--- config.mk ---
export PLATFORM = sky130hd
export DESIGN_NAME = code_entry
export DESIGN_NICKNAME = d
export VERILOG_FILES = /design/src/rtl/code_entry.sv
export SDC_FILE = /design/constraint.sdc
export NUM_CORES = 1
export LEC_CHECK = 0
export ABC_CLOCK_PERIOD_IN_PS = 4200
export CAP_MARGIN = 20
export CELL_PAD_IN_SITES_DETAIL_PLACEMENT = 2
export CELL_PAD_IN_SITES_GLOBAL_PLACEMENT = 2
export CORE_MARGIN = 2
export CORE_UTILIZATION = 37
export CTS_CLUSTER_DIAMETER = 40
export CTS_CLUSTER_SIZE = 8
export DETAILED_ROUTE_END_ITERATION = 6
export PLACE_DENSITY_LB_ADDON = 0.1
export SLEW_MARGIN = 20
export SYNTH_ARGS = -nofsm -noshare
export SYNTH_HDL_FRONTEND = slang
export SYNTH_SLANG_ARGS = --single-unit
export TNS_END_PERCENT = 30
--- constraint.sdc ---
create_clock -name clk -period 4.2 [get_ports clk]
set_input_delay 0.42 -clock clk [delete_from_list [all_inputs] [get_ports clk]]
set_output_delay 0.42 -clock clk [all_outputs]
set_load 0.01 [all_outputs]
--- src/rtl/code_entry.sv ---
// code_entry: keypad digit collector for the cycle-lock compare path.
// Digits are shifted in MSB-first. A completed code is either handed to the
// checker over a valid/ready handshake or, in enroll mode, written into the
// stored-key register. Partial codes are dropped on clear or inactivity.
module code_entry #(
  parameter int unsigned DIGITS  = 4,
  parameter int unsigned DIGIT_W = 4,
  parameter int unsigned TIMEOUT = 1000,
  parameter logic [DIGITS*DIGIT_W-1:0] KEY_INIT = '0
) (
  input  logic                             clk,
  input  logic                             rst_n,
  input  logic [DIGIT_W-1:0]               digit_in,
  input  logic                             digit_valid,
  output logic                             digit_ready,
  input  logic                             clear,
  input  logic                             enroll,
  output logic [DIGITS*DIGIT_W-1:0]        code_out,
  output logic                             code_valid,
  input  logic                             code_ready,
  output logic [DIGITS*DIGIT_W-1:0]        key_out,
  output logic                             key_wr,
  output logic [$clog2(DIGITS+1)-1:0]      count,
  output logic                             timeout_err
);

  localparam int unsigned W  = DIGITS * DIGIT_W;
  localparam int unsigned CW = $clog2(DIGITS + 1);
  localparam int unsigned TW = (TIMEOUT > 1) ? $clog2(TIMEOUT) : 1;
  localparam logic [CW-1:0] LAST = CW'(DIGITS - 1);
  localparam logic [TW-1:0] TMAX = TW'(TIMEOUT - 1);

  typedef enum logic {COLLECT, HOLD} state_t;

  state_t         state_q, state_d;
  logic [CW-1:0]  count_q, count_d;
  logic [W-1:0]   shift_q, shift_d;
  logic [W-1:0]   code_q, code_d;
  logic           cvalid_q, cvalid_d;
  logic [W-1:0]   key_q, key_d;
  logic           key_wr_q, key_wr_d;
  logic           tmo_q, tmo_d;
  logic [TW-1:0]  idle_q, idle_d;
  logic           enf_q, enf_d;
  logic [W-1:0]   full_word;
  logic           mode_enroll;

  assign full_word   = {shift_q[W-DIGIT_W-1:0], digit_in};
  assign digit_ready = (state_q == COLLECT);
  assign code_out    = code_q;
  assign code_valid  = cvalid_q;
  assign key_out     = key_q;
  assign key_wr      = key_wr_q;
  assign count       = count_q;
  assign timeout_err = tmo_q;

  // Register all state; reset restores an empty collector and the initial key.
  always_ff @(posedge clk or negedge rst_n) begin
    if (!rst_n) begin
      state_q  <= COLLECT;
      count_q  <= '0;
      shift_q  <= '0;
      code_q   <= '0;
      cvalid_q <= 1'b0;
      key_q    <= KEY_INIT;
      key_wr_q <= 1'b0;
      tmo_q    <= 1'b0;
      idle_q   <= '0;
      enf_q    <= 1'b0;
    end else begin
      state_q  <= state_d;
      count_q  <= count_d;
      shift_q  <= shift_d;
      code_q   <= code_d;
      cvalid_q <= cvalid_d;
      key_q    <= key_d;
      key_wr_q <= key_wr_d;
      tmo_q    <= tmo_d;
      idle_q   <= idle_d;
      enf_q    <= enf_d;
    end
  end

  // Next-state: digit capture, code completion, clear and idle timeout.
  always_comb begin
    state_d     = state_q;
    count_d     = count_q;
    shift_d     = shift_q;
    code_d      = code_q;
    cvalid_d    = cvalid_q;
    key_d       = key_q;
    key_wr_d    = 1'b0;
    tmo_d       = 1'b0;
    idle_d      = idle_q;
    enf_d       = enf_q;
    // Mode is latched on the first digit; later digits reuse the stored flag.
    mode_enroll = (count_q == '0) ? enroll : enf_q;
    unique case (state_q)
      COLLECT: begin
        if (clear) begin
          // clear also suppresses a same-cycle digit and any timeout expiry
          count_d = '0;
          shift_d = '0;
          idle_d  = '0;
        end else if (digit_valid) begin
          shift_d = full_word;
          idle_d  = '0;
          enf_d   = mode_enroll;
          if (count_q == LAST) begin
            count_d = '0;
            if (mode_enroll) begin
              key_d    = full_word;
              key_wr_d = 1'b1;
            end else begin
              code_d   = full_word;
              cvalid_d = 1'b1;
              state_d  = HOLD;
            end
          end else begin
            count_d = count_q + CW'(1);
          end
        end else if (count_q != '0) begin
          if (idle_q == TMAX) begin
            count_d = '0;
            shift_d = '0;
            idle_d  = '0;
            tmo_d   = 1'b1;
          end else begin
            idle_d = idle_q + TW'(1);
          end
        end else begin
          idle_d = '0;
        end
      end
      HOLD: begin
        idle_d = '0;
        if (code_ready) begin
          cvalid_d = 1'b0;
          state_d  = COLLECT;
        end
      end
      default: state_d = COLLECT;
    endcase
  end

endmodule

==> impl_metrics.toml, run 1 <==
[run_status]
status = "finished, final reports clean"

[cells_and_area]
antennaDiodeCount = 0
final_core_utilization_pct = 48.0
post_route_cells_drive_above_1_share_pct = 20.6
final_non_filler_cell_area_sq_um = 3470
fin_nets = 285
mostFrequentLayoutCell = "sky130_fd_sc_hd__dfrtp_1"
fill_cells = 760
layout_common_cells = "sky130_fd_sc_hd__dfrtp_1 (62), sky130_fd_sc_hd__clkdlybuf4s50_1 (47), sky130_fd_sc_hd__nand2_1 (27)"
syn2layout_area_growth_pct = 26.4

[placed_design]
placed_area_sq_um = 3290
gp_congestion = 0.732
dpl.hpwl_mm = 4.44
number_of_input_and_output_port_buffers_inserted = 48
place_worst_setup_slack_ns = 1.59

[synthesis]
yosys_warnings = 0
synthesized_area_per_cell_sq_um = 12.5
synth_cell_types = 36
nets_in_the_synthesized_netlist = 233
netlist_area_sq_um = 2740
ys_seq_area_share_pct = 56.6
synth_cells = 220
synth-main-ff-cell = "sky130_fd_sc_hd__dfrtp_1"
yosys_register_bits = 62
synth_edf_count = 0
synthArstFlopShare_pct = 100

[global_route]
global_route_wire_length_before_repair_mm = 11.0
grt_overflow = 0
grt_max_degree = 33
grt_usage_pct = 17.3
number_of_antenna_violations_at_the_first_check_in_global_routing = 0
via_count_of_the_first_global_routing_pass = 2063

[sta]
tns_ns = 0
final.setup_skew_ns = 0.00800
final_period_minus_worst_setup_slack_ns = 2.45
timing.slew.headroom_pct = 38.1
worst-slew-pin-transition_ns = 0.929
setup_viol = 0
final_hold_viol_count = 0
layout_setup_ws_ns = 1.75
finalCritPeriodShare_pct = 58.4
slew_violations = 0
achievable-frequency_ghz = 0.408
unrepaired_setup_endpoints_after_global_routing = "no"

[critical_path]
cp-start-kind = "flip-flop"
critPathCaptureType = "output pin"
crit_required_ns = 3.78
timing_worst_setup_path_type = "reg2out"
critical_path_arrival_ns = 2.03
path_max_fanout = 31

[die]
core-area_sq_um = 7210
design.die.area_sq_um = 8120
start_util_pct = 38.0
pin_count = 49
fp.dieW_um = 90.1
die_h_um = 90.1
row_count = 31

[route]
totalWireLength_mm = 6.48
routed_wire_length_per_instance_um = 17.2
route.detailed.vias_per_inst = 4.99
detail_route.drc_violations = 0
detailedRoute.firstIterationViolations = 37
drt_pass1_iterations = 4
routed-via-count = 1875
final_antenna_net_count = 0

[power_and_ir_drop]
power_dens_cells_nw_per_um2 = 365
vdd_ir_drop_max_mv = 0.174
power.total_mw = 1.27
power.leakage_nw = 1.68

[clocking]
cts-root-to-sink-buffers = 2
clock_latency_ns = 0.33
post_cts_setup_buffers = 0
cts_resized = 0
tritoncts_clock_tree = "done"
h_tree_level_count = 3
cts_buffers = 9
cts-hold-fix-buffers = 0
clk_transition_reported_paths_ns = 0.07
cts_num_sinks = 62
clock_tree.root_cell = "sky130_fd_sc_hd__clkbuf_8"

[worst_hold_path]
holdCritPathClass = "in2async"

[job]
drv.max_cap_violation_count = 0
## cell families (layout without fill, tap and decap cells)
kind of cell    count (synthesis)  after routing  synth area share (%)
flops                          62             62                  56.6
simple gates                   60             60                  11.4
compound gates                 37             37                  8.58
mux                            35             35                  16.7
buf+inv                        17             74                  3.56
xor+xnor                        6              6                  1.92
fa+ha+maj                       3              3                  1.37
## metal layers
metal	vias to the layer above	global-route usage [%]	part of all wire (%)
met5	-	0	0
met4	0	6.92	1.2
li1	866	-	-
met2	37	27.8	49
met3	5	3.86	3.5
met1	967	22.9	46
## critical path, cell delays in order, from the launching register on
cell                              delay [ns]
sky130_fd_sc_hd__dfrtp_1                0.95
sky130_fd_sc_hd__inv_1                  0.21
sky130_fd_sc_hd__clkdlybuf4s50_1        0.53
## per-stage QoR
step / hold WS, ns / std cells
after floorplan: 0.124 / 220
after global placement: 0.482 / 359
after detailed placement: 0.497 / 359
after CTS: 0.176 / 375
after global routing: 0.204 / 376
final: 0.147 / 376
## area by class of cell
class                   count  area [sq um]  area share [%]
flip-flops and latches     62          1550            44.8
multi-input cells         141          1100            31.7
repair buffers             51           498            14.4
clock buffers              12           145            4.19
well taps                  99           124            3.57
inverters                   7          26.3           0.758
clock inverters             4          22.5           0.650
## synth_stat cells, types with 2 or more instances
cell	instances	share of area [%]
sky130_fd_sc_hd__a21o_1	14	3.8
sky130_fd_sc_hd__a21oi_1	4	0.73
sky130_fd_sc_hd__buf_2	2	0.36
sky130_fd_sc_hd__buf_6	2	0.82
sky130_fd_sc_hd__clkbuf_1	4	0.55
sky130_fd_sc_hd__dfrtp_1	62	57
sky130_fd_sc_hd__ha_1	3	1.4
sky130_fd_sc_hd__inv_1	7	0.96
sky130_fd_sc_hd__mux2_2	17	7.0
sky130_fd_sc_hd__mux2_4	17	9.3
sky130_fd_sc_hd__nand2_1	27	3.7
sky130_fd_sc_hd__nand3_1	4	0.73
sky130_fd_sc_hd__nand4_1	2	0.46
sky130_fd_sc_hd__nor2_1	11	1.5
sky130_fd_sc_hd__nor2b_1	3	0.68
sky130_fd_sc_hd__nor3_1	4	0.73
sky130_fd_sc_hd__o21ai_0	14	2.6
sky130_fd_sc_hd__xnor2_1	4	1.3
sky130_fd_sc_hd__xor2_1	2	0.64
## path summary, 6_finish.rpt
path | slack, ns | endpoint | start | cells past startpoint
max | 1.75 | digit_ready | state_q | 2
min | 0.15 | idle_q[8] | rst_n | 1
max reg2reg | 1.94 | key_out[14] | state_q | 5
min reg2reg | 0.50 | code_out[13] | code_out[13] | 1
max in group asynchronous | 3.17 | shift_q[3] | rst_n | 2
min in group clk | 0.50 | code_out[13] | code_out[13] | 1
## report_power, final
part | internal [mW] | switching [mW]
logic | 0.0886 | 0.0687
clock network | 0.228 | 0.224
registers | 0.631 | 0.0260
## state kept, by name, summed over array words and instances, names as in the netlist
| name | cells |
|---|---|
| shift_q | 12 |
| enf_q | 1 |
| key_wr | 1 |
| code_out | 16 |
| timeout_err | 1 |
| code_valid | 1 |
| idle_q | 10 |
| key_out | 16 |
| count | 3 |
| state_q | 1 |
Power figures use the tool's default switching activity.
==> run 2, diff against run 1 <==
--- a/config.mk
+++ b/config.mk
@@ -5,12 +5,12 @@
 export SDC_FILE = /design/constraint.sdc
 export NUM_CORES = 1
 export LEC_CHECK = 0
-export ABC_CLOCK_PERIOD_IN_PS = 4200
+export ABC_CLOCK_PERIOD_IN_PS = 2400
 export CAP_MARGIN = 20
 export CELL_PAD_IN_SITES_DETAIL_PLACEMENT = 2
 export CELL_PAD_IN_SITES_GLOBAL_PLACEMENT = 2
 export CORE_MARGIN = 2
-export CORE_UTILIZATION = 37
+export CORE_UTILIZATION = 35
 export CTS_CLUSTER_DIAMETER = 40
 export CTS_CLUSTER_SIZE = 8
 export DETAILED_ROUTE_END_ITERATION = 6
==> constraint.sdc (replaced) <==
create_clock -name clk -period 2.4 [get_ports clk]
set_input_delay 0.24 -clock clk [delete_from_list [all_inputs] [get_ports clk]]
set_output_delay 0.24 -clock clk [all_outputs]
set_load 0.01 [all_outputs]
==> run 2 against run 1 <==
Utilization fell by 1.7 points; highest routed layer unchanged; register-to-register slack got worse by 1.6 ns; critical endpoint is now shift_q[10]; critical path depth up 4; largest cell class unchanged; setup slack lost 1.4 ns; cell count rose by 1.6%; clock skew is 0.0045 ns lower; non-clock buffer count rose by 3; sequential share of layout area decreased by 0.95 points.
==> impl_metrics.toml, run 2 (synthesized netlist as in run 1, its figures left out) <==
[power_and_ir_drop]
combinationalPowerShare_pct = 11.8
internal-power_mw = 1.80
power.leakage_nw = 1.71
power_switching_mw = 0.579
seqPwrFrac_pct = 48.2
power_dens_cells_nw_per_um2 = 672
power_frac_clock_pct = 40.0
vdd_ir_drop_max_mv = 0.365
switching_power_share_of_the_total_pct = 24.4

[die]
row_count = 32
pin_count = 49
design.die.area_sq_um = 8560
die_h_um = 92.5
core-area_sq_um = 7650
start_util_pct = 35.9
fp.dieW_um = 92.5

[critical_path]
rr_worst_depth = 6
delay_of_the_slowest_cell_on_the_worst_path_ns = 0.75
crit_required_ns = 2.68
timing_worst_setup_path_type = "reg2reg"
setup.reg_to_reg.worst_slack_ns = 0.33
worstPathCellList = "inv_1 -> ha_1 -> nor2b_1 -> nor4_1 -> nor3_2 -> a21o_1"
worstReg2RegStart = "count[0]"
cp-start-kind = "flip-flop"
path_max_fanout = 14
critical_path_arrival_ns = 2.35
worst_r2r_endpoint = "shift_q[10]"
critPathCaptureType = "flip-flop"
slowest_library_cell_on_the_worst_path = "sky130_fd_sc_hd__nor3_2"

[cells_and_area]
layout_common_cells = "sky130_fd_sc_hd__dfrtp_1 (62), sky130_fd_sc_hd__clkdlybuf4s50_1 (47), sky130_fd_sc_hd__nand2_1 (27)"
fill_cells = 776
post_route_cells_drive_above_1_share_pct = 21.1
antennaDiodeCount = 0
multiInputGateArea_sq_um = 1100
mostFrequentLayoutCell = "sky130_fd_sc_hd__dfrtp_1"
fin_nets = 288
seq_area_sq_um = 1550
syn2layout_area_growth_pct = 29.1
final_core_utilization_pct = 46.3

[sta]
setup_viol = 0
final_hold_viol_count = 0
tns_ns = 0
timing.slew.headroom_pct = 34.6
final.setup_skew_ns = 0.00349
worst-slew-pin-transition_ns = 0.976
final_period_minus_worst_setup_slack_ns = 2.07
slew_violations = 0
finalCritPeriodShare_pct = 86.1
achievable-frequency_ghz = 0.484
unrepaired_setup_endpoints_after_global_routing = "no"

[clocking]
cts-root-to-sink-buffers = 2
tritoncts_clock_tree = "done"
cts_buffers = 9
post_cts_setup_buffers = 0
h_tree_level_count = 3
clock_latency_ns = 0.34
clk_transition_reported_paths_ns = 0.07
clock_tree.root_cell = "sky130_fd_sc_hd__clkbuf_8"
cts_num_sinks = 62

[route]
detail_route.drc_violations = 0
totalWireLength_mm = 6.54
drt_pass1_iterations = 4
detailedRoute.firstIterationViolations = 60
route.detailed.vias_per_inst = 4.92
final_antenna_net_count = 0
routed-via-count = 1878
routed_wire_length_per_instance_um = 17.1

[global_route]
grt_overflow = 0
grt_usage_pct = 17.3
number_of_antenna_violations_at_the_first_check_in_global_routing = 0
grt_max_degree = 36
via_count_of_the_first_global_routing_pass = 2118
global_route_wire_length_before_repair_mm = 11.3

[worst_hold_path]
holdCritPathClass = "in2async"

[placed_design]
number_of_input_and_output_port_buffers_inserted = 48
dpl.hpwl_mm = 4.50
gp_congestion = 0.728

[job]
drv.max_cap_violation_count = 0

[run_status]
status = "finished, final reports clean"
-- run 2: cell count changes in the layout (fill, tap and decap cells not counted) --
cell / before / now
sky130_fd_sc_hd__buf_4: 3 / 4
sky130_fd_sc_hd__clkbuf_8: 10 / 11
sky130_fd_sc_hd__bufinv_16: 0 / 1
sky130_fd_sc_hd__dlygate4sd3_1: 0 / 1
sky130_fd_sc_hd__buf_12: 0 / 1
sky130_fd_sc_hd__clkinv_2: 3 / 1
-- run 2: power groups by stage --
stage                     clock network [mW]  registers [mW]  logic, mW
after floorplan                            0            1.18      0.102
after global placement                     0            1.16      0.279
after detailed placement                   0            1.17      0.285
after CTS                              0.989            1.15      0.288
after global routing                    1.03            1.16      0.307
final                                  0.951            1.15      0.280
-- run 2: how the worst max path moves through the flow --
stage | start | end | cells past startpoint
3_3_place_gp | digit_valid | code_out[8] | 5
5_1_grt | count[0] | shift_q[10] | 6
2_1_floorplan | count[0] | key_out[10] | 7
6_report | count[0] | shift_q[10] | 6
3_5_place_dp | digit_valid | code_out[11] | 5
4_1_cts | count[0] | shift_q[10] | 6
-- run 2: routing by layer --
metal | vias up | part of all wire (%) | GRT usage (%)
met5 | - | 0 | 0
met4 | 0 | 1.4 | 6.72
met3 | 11 | 3.3 | 4.31
met2 | 33 | 50 | 28.4
met1 | 969 | 45 | 22.1
li1 | 865 | - | -
-- run 2: timing repair --
item,in CTS,in global routing
resized for setup,0,0
setup endpoints to repair,0,0
endpoints found under the hold margin,27,0
hold buffers,1,0
-- run 2: cell type report --
| class | instances | area share (%) |
|---|---|---|
| inverter | 7 | 0.742 |
| sequential | 62 | 43.8 |
| clock buffer | 13 | 4.49 |
| timing repair buffer | 54 | 15.1 |
| multi-input combinational | 141 | 31.0 |
| tap | 102 | 3.60 |
| clock inverter | 3 | 1.20 |
-- run 2: metrics by stage --
step	power (mW)	setup WS [ns]	hold slack, ns	instance area (sq um)	instances
4_1_cts	2.42	0.315	0.476	3540	382
2_1_floorplan	1.28	0.502	-0.0556	2740	220
5_1_grt	2.49	0.162	0.495	3540	382
3_3_place_gp	1.44	0.266	0.319	3330	365
6_report	2.38	0.334	0.471	3540	382
3_5_place_dp	1.45	0.249	0.318	3330	365
-- run 2: critical path, delay by kind of cell, from the launching register on --
kind | cells | cell delay (ns)
adders and majority gates | 1 | 0.18
buffers and inverters | 1 | 0.10
AOI/OAI and AO/OA | 1 | 0.23
and+or+nand+nor | 3 | 1.08
DFF | 1 | 0.42
==> run 3, diff against run 2 <==
--- a/config.mk
+++ b/config.mk
@@ -9,7 +9,7 @@
 export CAP_MARGIN = 20
 export CELL_PAD_IN_SITES_DETAIL_PLACEMENT = 2
 export CELL_PAD_IN_SITES_GLOBAL_PLACEMENT = 2
-export CORE_MARGIN = 2
+export CORE_MARGIN = 8
 export CORE_UTILIZATION = 35
 export CTS_CLUSTER_DIAMETER = 40
 export CTS_CLUSTER_SIZE = 8
==> run 3 against run 2 <==
Wire length is 4.0% higher; largest cell class unchanged; critical endpoint is now code_out[7]; largest power group unchanged; clock power increased by 1%; clock skew rose by 0.0087 ns; die area rose by 28%.
==> impl_metrics.toml, run 3 (synthesized netlist as in run 1, its figures left out) <==
[power_and_ir_drop]
power.leakage_nw = 1.71
switching_power_share_of_the_total_pct = 23.9
power.total_mw = 2.39
seqPwrFrac_pct = 48.1
internal-power_mw = 1.82
vdd_ir_drop_max_mv = 0.277
combinationalPowerShare_pct = 11.7
power_frac_clock_pct = 40.3
power_switching_mw = 0.571
power_dens_cells_nw_per_um2 = 679

[critical_path]
worstPathCellList = "inv_1 -> ha_1 -> mux2i_1 -> nand4b_4 -> mux2_4"
path_max_fanout = 18
critPathCaptureType = "flip-flop"
rr_worst_depth = 5
delay_of_the_slowest_cell_on_the_worst_path_ns = 0.44
timing_worst_setup_path_type = "reg2reg"
crit_required_ns = 2.62
cp-start-kind = "flip-flop"
slowest_library_cell_on_the_worst_path = "sky130_fd_sc_hd__nand4b_4"
critical_path_arrival_ns = 2.28

[cells_and_area]
seq_area_sq_um = 1550
fin_nets = 286
antennaDiodeCount = 0
mostFrequentLayoutCell = "sky130_fd_sc_hd__dfrtp_1"
post_route_cells_drive_above_1_share_pct = 21.3
multiInputGateArea_sq_um = 1100
layout_common_cells = "sky130_fd_sc_hd__dfrtp_1 (62), sky130_fd_sc_hd__clkdlybuf4s50_1 (47), sky130_fd_sc_hd__nand2_1 (27)"
fill_cells = 791
syn2layout_area_growth_pct = 28.2

[clocking]
cts-root-to-sink-buffers = 2
clock_latency_ns = 0.34
clock_tree.root_cell = "sky130_fd_sc_hd__clkbuf_8"
cts_resized = 0
tritoncts_clock_tree = "done"
clk_transition_reported_paths_ns = 0.07
h_tree_level_count = 3
post_cts_setup_buffers = 0
cts_num_sinks = 62
cts-hold-fix-buffers = 0
cts_buffers = 9

[worst_hold_path]
holdCritPathClass = "in2async"

[route]
final_antenna_net_count = 0
drt_pass1_iterations = 2
detail_route.drc_violations = 0
detailedRoute.firstIterationViolations = 58
route.detailed.vias_per_inst = 4.90
totalWireLength_mm = 6.80
routed_wire_length_per_instance_um = 17.9
routed-via-count = 1857

[global_route]
number_of_antenna_violations_at_the_first_check_in_global_routing = 0
groute.layer.met3.usage_pct = 4.21
grt_usage_pct = 13.0
grt_max_degree = 63
use_met1_pct = 15.0
grt_overflow = 0
via_count_of_the_first_global_routing_pass = 2081
global_route_wire_length_before_repair_mm = 11.2
globalRouteMet2Util_pct = 21.5
grt-busiest-layer = "met2"

[die]
row_count = 32
core-area_sq_um = 7650
die_h_um = 105
start_util_pct = 35.9
fp.dieW_um = 105
design.die.area_sq_um = 10900
pin_count = 49

[sta]
final.setup_skew_ns = 0.0122
unrepaired_setup_endpoints_after_global_routing = "no"
worst-slew-pin-transition_ns = 0.914
achievable-frequency_ghz = 0.485
timing.slew.headroom_pct = 38.7
final_hold_viol_count = 0
finalCritPeriodShare_pct = 85.9
setup_viol = 0
tns_ns = 0
slew_violations = 0
final_period_minus_worst_setup_slack_ns = 2.06

[job]
drv.max_cap_violation_count = 0

[placed_design]
dpl.hpwl_mm = 4.65
number_of_input_and_output_port_buffers_inserted = 48
gp_congestion = 0.736

[run_status]
status = "finished, final reports clean"
-- run 3: cell types whose count changed in the layout (fill, tap and decap cells not counted) --
| cell | change |
|---|---|
| sky130_fd_sc_hd__clkbuf_1 | -2 |
| sky130_fd_sc_hd__buf_12 | -1 |
| sky130_fd_sc_hd__clkbuf_8 | +1 |
| sky130_fd_sc_hd__dlygate4sd3_1 | -1 |
-- run 3: worst paths after layout --
check | start | endpoint | slack (ns)
setup reg to reg | count[1] | code_out[7] | 0.34
min in group clk | idle_q[0] | idle_q[0] | 0.49
hold / removal | rst_n | key_out[10] | 0.07
hold reg to reg | idle_q[0] | idle_q[0] | 0.49
max in group asynchronous | rst_n | state_q | 1.81
setup / recovery | count[1] | code_out[7] | 0.34
-- run 3: worst max-delay path, delay by kind of cell (launching register included) --
family        cells  cell delay [ns]
fa+ha+maj         1             0.17
buf+inv           1             0.10
flops             1             0.42
mux               2             0.80
simple gates      1             0.44
-- run 3: power groups by stage --
stage / registers [mW] / logic (mW) / clock network [mW]
global route: 1.16 / 0.307 / 1.04
detailed placement: 1.17 / 0.286 / 0
floorplan: 1.18 / 0.102 / 0
finish: 1.15 / 0.278 / 0.962
CTS: 1.15 / 0.288 / 0.998
global placement: 1.17 / 0.279 / 0
-- run 3: through the flow --
stage               setup WS (ns)  hold WS (ns)  util, %  area (sq um)  std cells
finish                      0.337        0.0708     46.0          3520        379
detailed placement          0.228         0.472     43.3          3310        364
floorplan                   0.502       -0.0556        -          2740        220
global placement            0.248         0.475     43.3          3310        364
CTS                         0.268        0.0956     46.0          3520        379
global route                0.139         0.135     46.0          3520        379
-- run 3: cell type report --
class | count | area share [%]
multi-input combinational | 141 | 31.2
tap | 102 | 3.63
clock inverter | 3 | 1.21
clock buffer | 12 | 4.70
sequential | 62 | 44.1
inverter | 7 | 0.747
timing repair buffer | 52 | 14.4
-- run 3: per-layer routing --
metal  vias to the layer above  part of all wire [%]
met1                       955                    43
met5                         -                     0
met2                        32                    51
met4                         0                   1.6
met3                        10                   4.8
li1                        860                     -
